## src/rtl/uart_tx_fifo.sv

```systemverilog
// UART transmitter with input queue; configurable data bits, parity and stop bits.
// Latency: first START cycle begins one clock after the push edge when idle; queued frames follow with no gap.
// Backpressure: o_Tx_Ready low while the queue is full; a push while full is dropped and pulses o_Overflow.
module uart_tx_fifo #(
    parameter int CLKS_PER_BIT = 27,
    parameter int DATA_BITS    = 8,
    parameter int PARITY       = 0,
    parameter int STOP_BITS    = 1,
    parameter int FIFO_DEPTH   = 4
) (
    input  logic                        i_Clock,
    input  logic                        i_Rst_n,
    input  logic                        i_Tx_DV,
    input  logic [DATA_BITS-1:0]        i_Tx_Byte,
    output logic                        o_Tx_Ready,
    output logic [$clog2(FIFO_DEPTH):0] o_Fifo_Count,
    output logic                        o_Overflow,
    output logic                        o_Tx_Active,
    output logic                        o_Tx_Serial,
    output logic                        o_Tx_Done
);

    localparam int CW = (CLKS_PER_BIT > 1) ? $clog2(CLKS_PER_BIT) : 1;
    localparam int BW = $clog2(DATA_BITS);
    localparam int AW = $clog2(FIFO_DEPTH);
    localparam int NW = AW + 1;

    typedef enum logic [2:0] {
        S_IDLE   = 3'd0,
        S_START  = 3'd1,
        S_DATA   = 3'd2,
        S_PARITY = 3'd3,
        S_STOP   = 3'd4
    } state_t;

    logic [DATA_BITS-1:0] mem [FIFO_DEPTH];
    logic [AW-1:0]        wr_ptr;
    logic [AW-1:0]        rd_ptr;
    logic [NW-1:0]        count;
    logic [DATA_BITS-1:0] head;

    state_t               state;
    logic [CW-1:0]        clk_cnt;
    logic [BW-1:0]        bit_idx;
    logic                 stop_idx;
    logic [DATA_BITS-1:0] shreg;
    logic                 par_bit;

    logic empty;
    logic full;
    logic push;
    logic pop;
    logic bit_end;
    logic last_stop;

    assign empty     = (count == '0);
    assign full      = (count == NW'(FIFO_DEPTH));
    assign push      = i_Tx_DV && !full;
    assign bit_end   = (clk_cnt == CW'(CLKS_PER_BIT - 1));
    assign last_stop = (stop_idx == 1'(STOP_BITS - 1));
    // Pop exactly when the FSM heads for START: from IDLE, or at the end of the final stop bit.
    assign pop       = !empty && ((state == S_IDLE) ||
                                  ((state == S_STOP) && bit_end && last_stop));
    assign head      = mem[rd_ptr];

    assign o_Tx_Ready   = !full;
    assign o_Fifo_Count = count;

    always_ff @(posedge i_Clock) begin
        if (push) begin
            mem[wr_ptr] <= i_Tx_Byte;
        end
    end

    always_ff @(posedge i_Clock or negedge i_Rst_n) begin
        if (!i_Rst_n) begin
            wr_ptr     <= '0;
            rd_ptr     <= '0;
            count      <= '0;
            o_Overflow <= 1'b0;
        end else begin
            o_Overflow <= i_Tx_DV && full;
            if (push) begin
                wr_ptr <= wr_ptr + 1'b1;
            end
            if (pop) begin
                rd_ptr <= rd_ptr + 1'b1;
            end
            case ({push, pop})
                2'b10:   count <= count + 1'b1;
                2'b01:   count <= count - 1'b1;
                default: count <= count;
            endcase
        end
    end

    always_ff @(posedge i_Clock or negedge i_Rst_n) begin
        if (!i_Rst_n) begin
            state       <= S_IDLE;
            clk_cnt     <= '0;
            bit_idx     <= '0;
            stop_idx    <= 1'b0;
            shreg       <= '0;
            par_bit     <= 1'b0;
            o_Tx_Serial <= 1'b1;
            o_Tx_Active <= 1'b0;
            o_Tx_Done   <= 1'b0;
        end else begin
            o_Tx_Done <= 1'b0;
            if (pop) begin
                shreg       <= head;
                par_bit     <= (PARITY == 1) ? ~^head : ^head;
                state       <= S_START;
                clk_cnt     <= '0;
                stop_idx    <= 1'b0;
                o_Tx_Serial <= 1'b0;
                o_Tx_Active <= 1'b1;
                o_Tx_Done   <= (state == S_STOP);
            end else begin
                case (state)
                    S_IDLE: begin
                        o_Tx_Serial <= 1'b1;
                        o_Tx_Active <= 1'b0;
                        clk_cnt     <= '0;
                    end
                    S_START: begin
                        if (bit_end) begin
                            clk_cnt     <= '0;
                            bit_idx     <= '0;
                            o_Tx_Serial <= shreg[0];
                            state       <= S_DATA;
                        end else begin
                            clk_cnt <= clk_cnt + 1'b1;
                        end
                    end
                    S_DATA: begin
                        if (bit_end) begin
                            clk_cnt <= '0;
                            if (bit_idx == BW'(DATA_BITS - 1)) begin
                                if (PARITY != 0) begin
                                    o_Tx_Serial <= par_bit;
                                    state       <= S_PARITY;
                                end else begin
                                    o_Tx_Serial <= 1'b1;
                                    stop_idx    <= 1'b0;
                                    state       <= S_STOP;
                                end
                            end else begin
                                bit_idx     <= bit_idx + 1'b1;
                                shreg       <= shreg >> 1;
                                o_Tx_Serial <= shreg[1];
                            end
                        end else begin
                            clk_cnt <= clk_cnt + 1'b1;
                        end
                    end
                    S_PARITY: begin
                        if (bit_end) begin
                            clk_cnt     <= '0;
                            stop_idx    <= 1'b0;
                            o_Tx_Serial <= 1'b1;
                            state       <= S_STOP;
                        end else begin
                            clk_cnt <= clk_cnt + 1'b1;
                        end
                    end
                    S_STOP: begin
                        if (bit_end) begin
                            clk_cnt <= '0;
                            if (last_stop) begin
                                o_Tx_Done   <= 1'b1;
                                o_Tx_Active <= 1'b0;
                                state       <= S_IDLE;
                            end else begin
                                stop_idx <= 1'b1;
                            end
                        end else begin
                            clk_cnt <= clk_cnt + 1'b1;
                        end
                    end
                    default: begin
                        state       <= S_IDLE;
                        o_Tx_Serial <= 1'b1;
                        o_Tx_Active <= 1'b0;
                    end
                endcase
            end
        end
    end

endmodule

```

## config.mk

```make
export PLATFORM = sky130hd
export DESIGN_NAME = uart_tx_fifo
export DESIGN_NICKNAME = d
export VERILOG_FILES = /design/src/rtl/uart_tx_fifo.sv
export SDC_FILE = /design/constraint.sdc
export NUM_CORES = 1
export LEC_CHECK = 0
export CAP_MARGIN = 20
export CORE_MARGIN = 2
export CORE_UTILIZATION = 45
export CTS_CLUSTER_SIZE = 30
export DETAILED_ROUTE_END_ITERATION = 10
export DONT_BUFFER_PORTS = 1
export GPL_TIMING_DRIVEN = 1
export PLACE_DENSITY_LB_ADDON = 0.3
export SKIP_CTS_REPAIR_TIMING = 1
export SLEW_MARGIN = 30
export SYNTH_ARGS = -nofsm -noshare
export SYNTH_HDL_FRONTEND = slang
export SYNTH_SLANG_ARGS = --single-unit
```

## constraint.sdc

```tcl
create_clock -name i_Clock -period 3.2 [get_ports i_Clock]
set_clock_uncertainty 0.15 [all_clocks]
set_input_delay 0.48 -clock i_Clock [delete_from_list [all_inputs] [get_ports i_Clock]]
set_output_delay 0.48 -clock i_Clock [all_outputs]
set_load 0.01 [all_outputs]
```

-- After elaboration in Yosys (flattened, before gate mapping)
Memories as Yosys holds them, arrays and structs flattened.
Cells that the tools add are included.
- bits in latches: 0
- memory bits (writable): 32
- register bits: 31
- memory bits (read-only): 0
- bits of input ports: 11
- memories kept: 1
- logic and storage cells: 110
- output and inout port bits: 8
- magnitude comparators: 0
- eq/ne operators: 22
- shift operators: 0
- bitwise operators: 2
- add/subtract/negate cells: 6
- multiply operators: 0
- reduce and logical (&&, ||, !) cells: 24
- mux-type cells: 43
- divide/modulo/power cells: 0
- memory list (name ; words ; width ; read ports ; clocked after Yosys merged registers in ; write ports ; RTL line ; source):
    mem ; 4 ; 8 ; 1 ; 0 ; 1 ; 36 ; logic [DATA_BITS-1:0] mem [FIFO_DEPTH];
- operators with widths (kind ; number):
    8-bit two-way mux ; 4
    3-bit two-way mux ; 10
    1-bit two-way mux ; 20
    3-bit inequality test, second input constant ; 6
    3-bit one-hot mux with 5 select lines ; 1
    2-bit inequality test, second input constant ; 6
    3-bit one-hot mux with 2 select lines ; 2
    5-bit two-way mux ; 2
    5-bit one-hot mux with 2 select lines ; 1
    5-bit AND reduction ; 2
    3-bit == test, second input constant ; 3
    2-bit nonzero test ; 4
    7-bit AND reduction ; 1
    3-bit by 1-bit adder with 3-bit output, second input constant ; 2
    3-bit by 2-bit == test with 1-bit output, second input constant ; 2
    3-bit zero test ; 2
    3-bit AND reduction ; 2
    5-bit by 1-bit adder with 5-bit output, second input constant ; 1
    5-bit == test, second input constant ; 1
    1-bit logical AND ; 5
    2-bit by 1-bit adder with 2-bit output, second input constant ; 2
    1-bit one-hot mux with 4 select lines ; 1
    4-bit AND reduction ; 1
    4-bit nonzero test ; 1
    13 further kinds ; 15

-- Logic depth before layout (Yosys ltp)
- depth in word-level cells: 7
- depth in mapped cells: 11
- gate-level depth less buffers: 10

-- Worst setup path after synthesis
No wires, ideal clock.
- kind: register to register
- start point: register clk_cnt[0]
- end point: register count[2] (netlist: o_Fifo_Count[2])
- arrival: 2.191 ns
- clock period less this slack: 2.420 ns
- path buffers: 1
- cell stages (with the launch flop): 12
- required time: 2.971 ns
- library setup time: 0.079 ns
- slack: 0.780 ns
- cells stage by stage: dfrtp_1 inv_1 ha_1 nand4b_4 a211oi_4 buf_6 ha_1 inv_1 fa_1 xor2_1 nor2_1 xor2_1
- longest elaborated chain between the ends: 7
- elaborated cells between the ends (all ways): 9
- classes of those cells: eq/ne: 3; mux: 1; reduce/logical: 5
- RTL lines (what ; RTL line ; source):
    start: declaration ; 43 ; logic [CW-1:0] clk_cnt;
    start signal: assignment ; 133 ; clk_cnt <= clk_cnt + 1'b1;
    start signal: assignment ; 154 ; clk_cnt <= clk_cnt + 1'b1;
    start signal: assignment ; 164 ; clk_cnt <= clk_cnt + 1'b1;
    5-bit == test (*) ; 59 ; assign bit_end = (clk_cnt == CW'(CLKS_PER_BIT - 1));
    1-bit logical AND (*) (2 in series) ; 63 ; ((state == S_STOP) && bit_end && last_stop));
    1-bit logical OR (*) ; 62 ; assign pop = !empty && ((state == S_IDLE) ||
    1-bit logical AND (*) ; 62 ;
    2-bit by 1-bit == test with 1-bit output or 2-bit == test (tied branches) ; 89 ; case ({push, pop})
    3-bit one-hot mux with 2 select lines or 2-bit nonzero test (tied branches) ; - ;
    end signal: assignment ; 90 ; 2'b10: count <= count + 1'b1;
    end signal: assignment ; 91 ; 2'b01: count <= count - 1'b1;
    end signal: assignment ; 92 ; default: count <= count;
    end: declaration ; 39 ; logic [NW-1:0] count;
Mark *: on every way between the ends. The rest lies on a longest branch, timed or not.
A chain may end at the register's enable or synchronous reset.

-- Worst setup path in the final report
Ends and elaborated chain as after synthesis.

==> results_tabular.tex <==
\begin{tabular}{lr}
\hline
Metric & Value \\
\hline
\multicolumn{2}{l}{\textbf{Status}} \\
\quad Outcome & finished, final reports clean \\
\multicolumn{2}{l}{\textbf{Setup path}} \\
\quad Critical-path maximum fanout & 11 \\
\quad Crit path kind & reg -> reg \\
\quad Arrival time at the worst endpoint & 2.62 ns \\
\quad Reg-to-reg endpoint & o\_Fifo\_Count[2] \\
\quad Critical path data required time & between 3 and 4 ns \\
\quad Reg2reg setup slack & around 0.70 ns \\
\quad Reg-to-Reg Start & clk\_cnt[0] \\
\quad Startpoint type of the worst setup path & flop \\
\quad Cell count of the worst reg-to-reg path & 10 \\
\quad Type of destination of the critical path & flop \\
\multicolumn{2}{l}{\textbf{Placed design}} \\
\quad Routability-driven placement congestion ratio & between 0.7 and 0.8 \\
\quad HPWL after detailed placement & $\sim$2.9 mm \\
\quad Total instance count after detailed placement & 272 \\
\quad Number of port buffers & 0 \\
\quad Setup WS pre-CTS & 0.699 ns \\
\quad Post-placement cell area & 0.00287 mm2 \\
\multicolumn{2}{l}{\textbf{STA}} \\
\quad Highest clock frequency the design can meet & approximately 400 MHz \\
\quad Final number of setup-violating endpoints & 0 \\
\quad RSZ-0062 raised after global routing & no \\
\quad Total count of max-transition violations in the final report & 0 \\
\quad Worst slew slack as a fraction of its limit & between 50 and 60\% \\
\quad Tmin final & about 2.5 ns \\
\quad Least-Margin Pin Slew & $\sim$0.63 ns \\
\quad Final Cycle Share & about four fifths \\
\quad Post-layout worst setup margin & 0.703 ns \\
\quad Final hold violations & 0 \\
\quad Total negative slack & 0 ns \\
\multicolumn{2}{l}{\textbf{Hold path}} \\
\quad Worst hold path type & in -> reg \\
\quad Hold path cells & 0 \\
\quad Worst-case hold path end point & mem[2][7] \\
\quad Worst hold path startpoint & i\_Tx\_Byte[7] \\
\multicolumn{2}{l}{\textbf{Synth}} \\
\quad Number of synthesized flops with an enable pin & 32 \\
\quad Commonest cells in the synthesized netlist & 32 x edfxtp\_1, 29 x dfrtp\_1, 18 x nand2\_1 \\
\quad Post-synthesis register bit count & between 60 and 70 \\
\quad Number of warnings issued by yosys & 0 \\
\quad Top-area cell type share of the netlist area & approximately 34\% \\
\quad Distinct cell type count of the synthesized netlist & 44 \\
\quad Sequential share of the synthesized area & between 60\% and 70\% \\
\quad Gate Count Post-Synth & 204 \\
\quad Post-synth design cell area & about 0.0029 mm2 \\
\quad Count leader, synth & edfxtp\_1 \\
\quad Top\_reg\_cell synth & edfxtp\_1 \\
\quad Cells taking the most area after synthesis & edfxtp\_1 34\%, dfrtp\_1 25\%, mux4\_2 6.3\% \\
\quad Average size of a mapped cell & between 10 and 15 um2 \\
\quad Async set-or-reset flop fraction in the synthesized netlist & 48.4\% \\
\quad Number of nets in the synthesized netlist & 225 \\
\quad Biggest area consumer among synthesized cells & edfxtp\_1 \\
\multicolumn{2}{l}{\textbf{Clocking}} \\
\quad Root Buffer Master & clkbuf\_8 \\
\quad Clock sinks & 62 \\
\quad Worst-skew pair later-pin latency & 0.34 ns \\
\quad Max H-tree Level & 3 \\
\quad Number of CTS-inserted buffers & 9 \\
\quad Clock-pin slew reported for the worst setup and hold paths after clock tree synthesis & 0.07 ns \\
\quad Clock tree from TritonCTS & done \\
\quad Maximum root-to-sink buffer count & 2 \\
\multicolumn{2}{l}{\textbf{Floorplan}} \\
\quad Total Die Area & roughly 0.0070 mm2 \\
\quad Horizontal extent of the die & roughly 84 um \\
\quad Core Region & between 0.006 and 0.007 mm2 \\
\quad Number of core rows & 29 \\
\quad Initial cell density of the core & between 40\% and 50\% \\
\quad Ports placed on the boundary & 19 \\
\quad Die span in y & approximately 84 um \\
\multicolumn{2}{l}{\textbf{Detailed routing}} \\
\quad Detailed Route WL & roughly 4.4 mm \\
\quad Iteration-0 DRC count of the detailed router & approximately 90 \\
\quad First-pass detailed-route iteration total & 5 \\
\quad Routed vias & 1546 \\
\quad Via/cell ratio & between 5 and 6 \\
\quad ANT nets after route & 0 \\
\quad Drc violations & 0 \\
\quad Routed len/inst & 15.2 um \\
\multicolumn{2}{l}{\textbf{Power}} \\
\quad Power per cell area & about 600 mW/mm2 \\
\quad Peak supply drop & about 0.00041 V \\
\quad Static leakage power & $\sim$1.2 nW \\
\multicolumn{2}{l}{\textbf{Global route}} \\
\quad Maximum number of pins on one net before global-route repair & 31 \\
\quad Wire length of the first global-routing pass & 7.30 mm \\
\quad Vias in the first global route & 1488 \\
\quad Antenna violations before repair & 0 \\
\quad Overall routing resource usage & 14.1\% \\
\quad Overall overflow remaining after global route & 0 \\
\multicolumn{2}{l}{\textbf{Final layout}} \\
\quad Post-synthesis to final-layout area growth & 7.55\% \\
\quad Number of nets in the finished design & 229 \\
\quad \# diodes & 0 \\
\quad FILL cells & 543 \\
\quad Storage cell area & between 0.0015 and 0.002 mm2 \\
\quad Number of non-filler instances in the completed layout & 290 \\
\quad Post-Layout Inst Area & about 0.0031 mm2 \\
\quad Multi-input gate area in the final layout & slightly above 0.001 mm2 \\
\quad Layout cells sized above 1 & 16.4\% \\
\multicolumn{2}{l}{\textbf{Run}} \\
\quad Number of maximum-capacitance constraint violations & 0 \\
\hline
\end{tabular}
[power breakdown]
part	leakage [nW]	internal, mW	switching, mW
Sequential	0.648	0.968	0.0654
Combinational	0.508	0.0913	0.133
Clock	0.0820	0.277	0.302
[state kept, by name (all words and copies together), names as in the netlist, 2 cells and up]
register      flops
state             3
wr_ptr            2
shreg             8
rd_ptr            2
o_Fifo_Count      3
mem              32
bit_idx           3
clk_cnt           5
[per-stage QoR]
step	total power, mW	hold WS, ns	util (%)
finish	1.84	0.0796	49.1
global route	1.95	0.0534	49.1
CTS	1.86	-0.342	48.7
detailed placement	1.27	0.0351	46.0
global placement	1.27	0.0351	46.0
floorplan	1.21	0.0344	-
[kinds of logic (layout without fill, tap and decap cells)]
kind of cell | Yosys count | count (layout) | synth area share [%]
muxes | 21 | 21 | 11.0
AOI/OAI and AO/OA | 31 | 31 | 6.80
xor gates and xnor gates | 7 | 7 | 2.41
adders and majority gates | 11 | 11 | 5.00
buffers and inverters | 20 | 29 | 4.30
DFF | 62 | 62 | 60.1
and+or+nand+nor | 52 | 52 | 10.4
[routing by layer]
layer / vias to the layer above / track usage (%) / routed length, um
li1: 759 / - / -
met1: 759 / 17.5 / 2030
met2: 20 / 21.0 / 2110
met3: 8 / 5.64 / 164
met4: 0 / 7.92 / 96
met5: - / 0 / 0
[area by class of cell]
cell class              count  area share, %
flip-flops and latches     62           55.9
well taps                  77           3.14
multi-input cells         122           33.1
inverters                  10           1.22
clock buffers              10           4.16
clock inverters             6           1.26
repair buffers              3           1.22
[layout by cell type (no fill, tap or decap), types with 3 or more instances in the layout]
cell type	synthesis	layout
o21ai_1	3	3
xor2_1	3	3
o21ai_0	9	9
inv_1	10	10
edfxtp_1	32	32
nand2_1	18	18
clkbuf_8	0	9
a21oi_1	9	9
dfrtp_1	29	29
and3_1	7	7
mux2i_1	11	11
nor3_1	7	7
nor2_1	7	7
mux4_2	8	8
ha_1	9	9
clkinv_2	0	3
xnor2_1	3	3
[worst max-delay path, cell delays in order (launching register included)]
cell and delay, ns:
dfrtp_1 0.42, inv_1 0.07, ha_1 0.20, nand4b_4 0.22
a211oi_4 0.31, ha_1 0.21, inv_1 0.06, fa_1 0.37
xor2_1 0.15, nor2_1 0.11, xor2_1 0.14
[how the worst max path moves through the flow]
| stage | slack [ns] | startpoint | cells after the start | to |
|---|---|---|---|---|
| final | 0.70 | clk_cnt[0] | 10 | o_Fifo_Count[2] |
| after floorplan | 0.78 | clk_cnt[0] | 11 | o_Fifo_Count[2] |
| after detailed placement | 0.70 | clk_cnt[0] | 10 | o_Fifo_Count[2] |
| after global routing | 0.57 | clk_cnt[0] | 10 | o_Fifo_Count[2] |
| after global placement | 0.74 | clk_cnt[0] | 10 | o_Fifo_Count[2] |
| after CTS | 0.69 | clk_cnt[0] | 10 | o_Fifo_Count[2] |
Note: power is estimated with default switching activity, not from simulation.
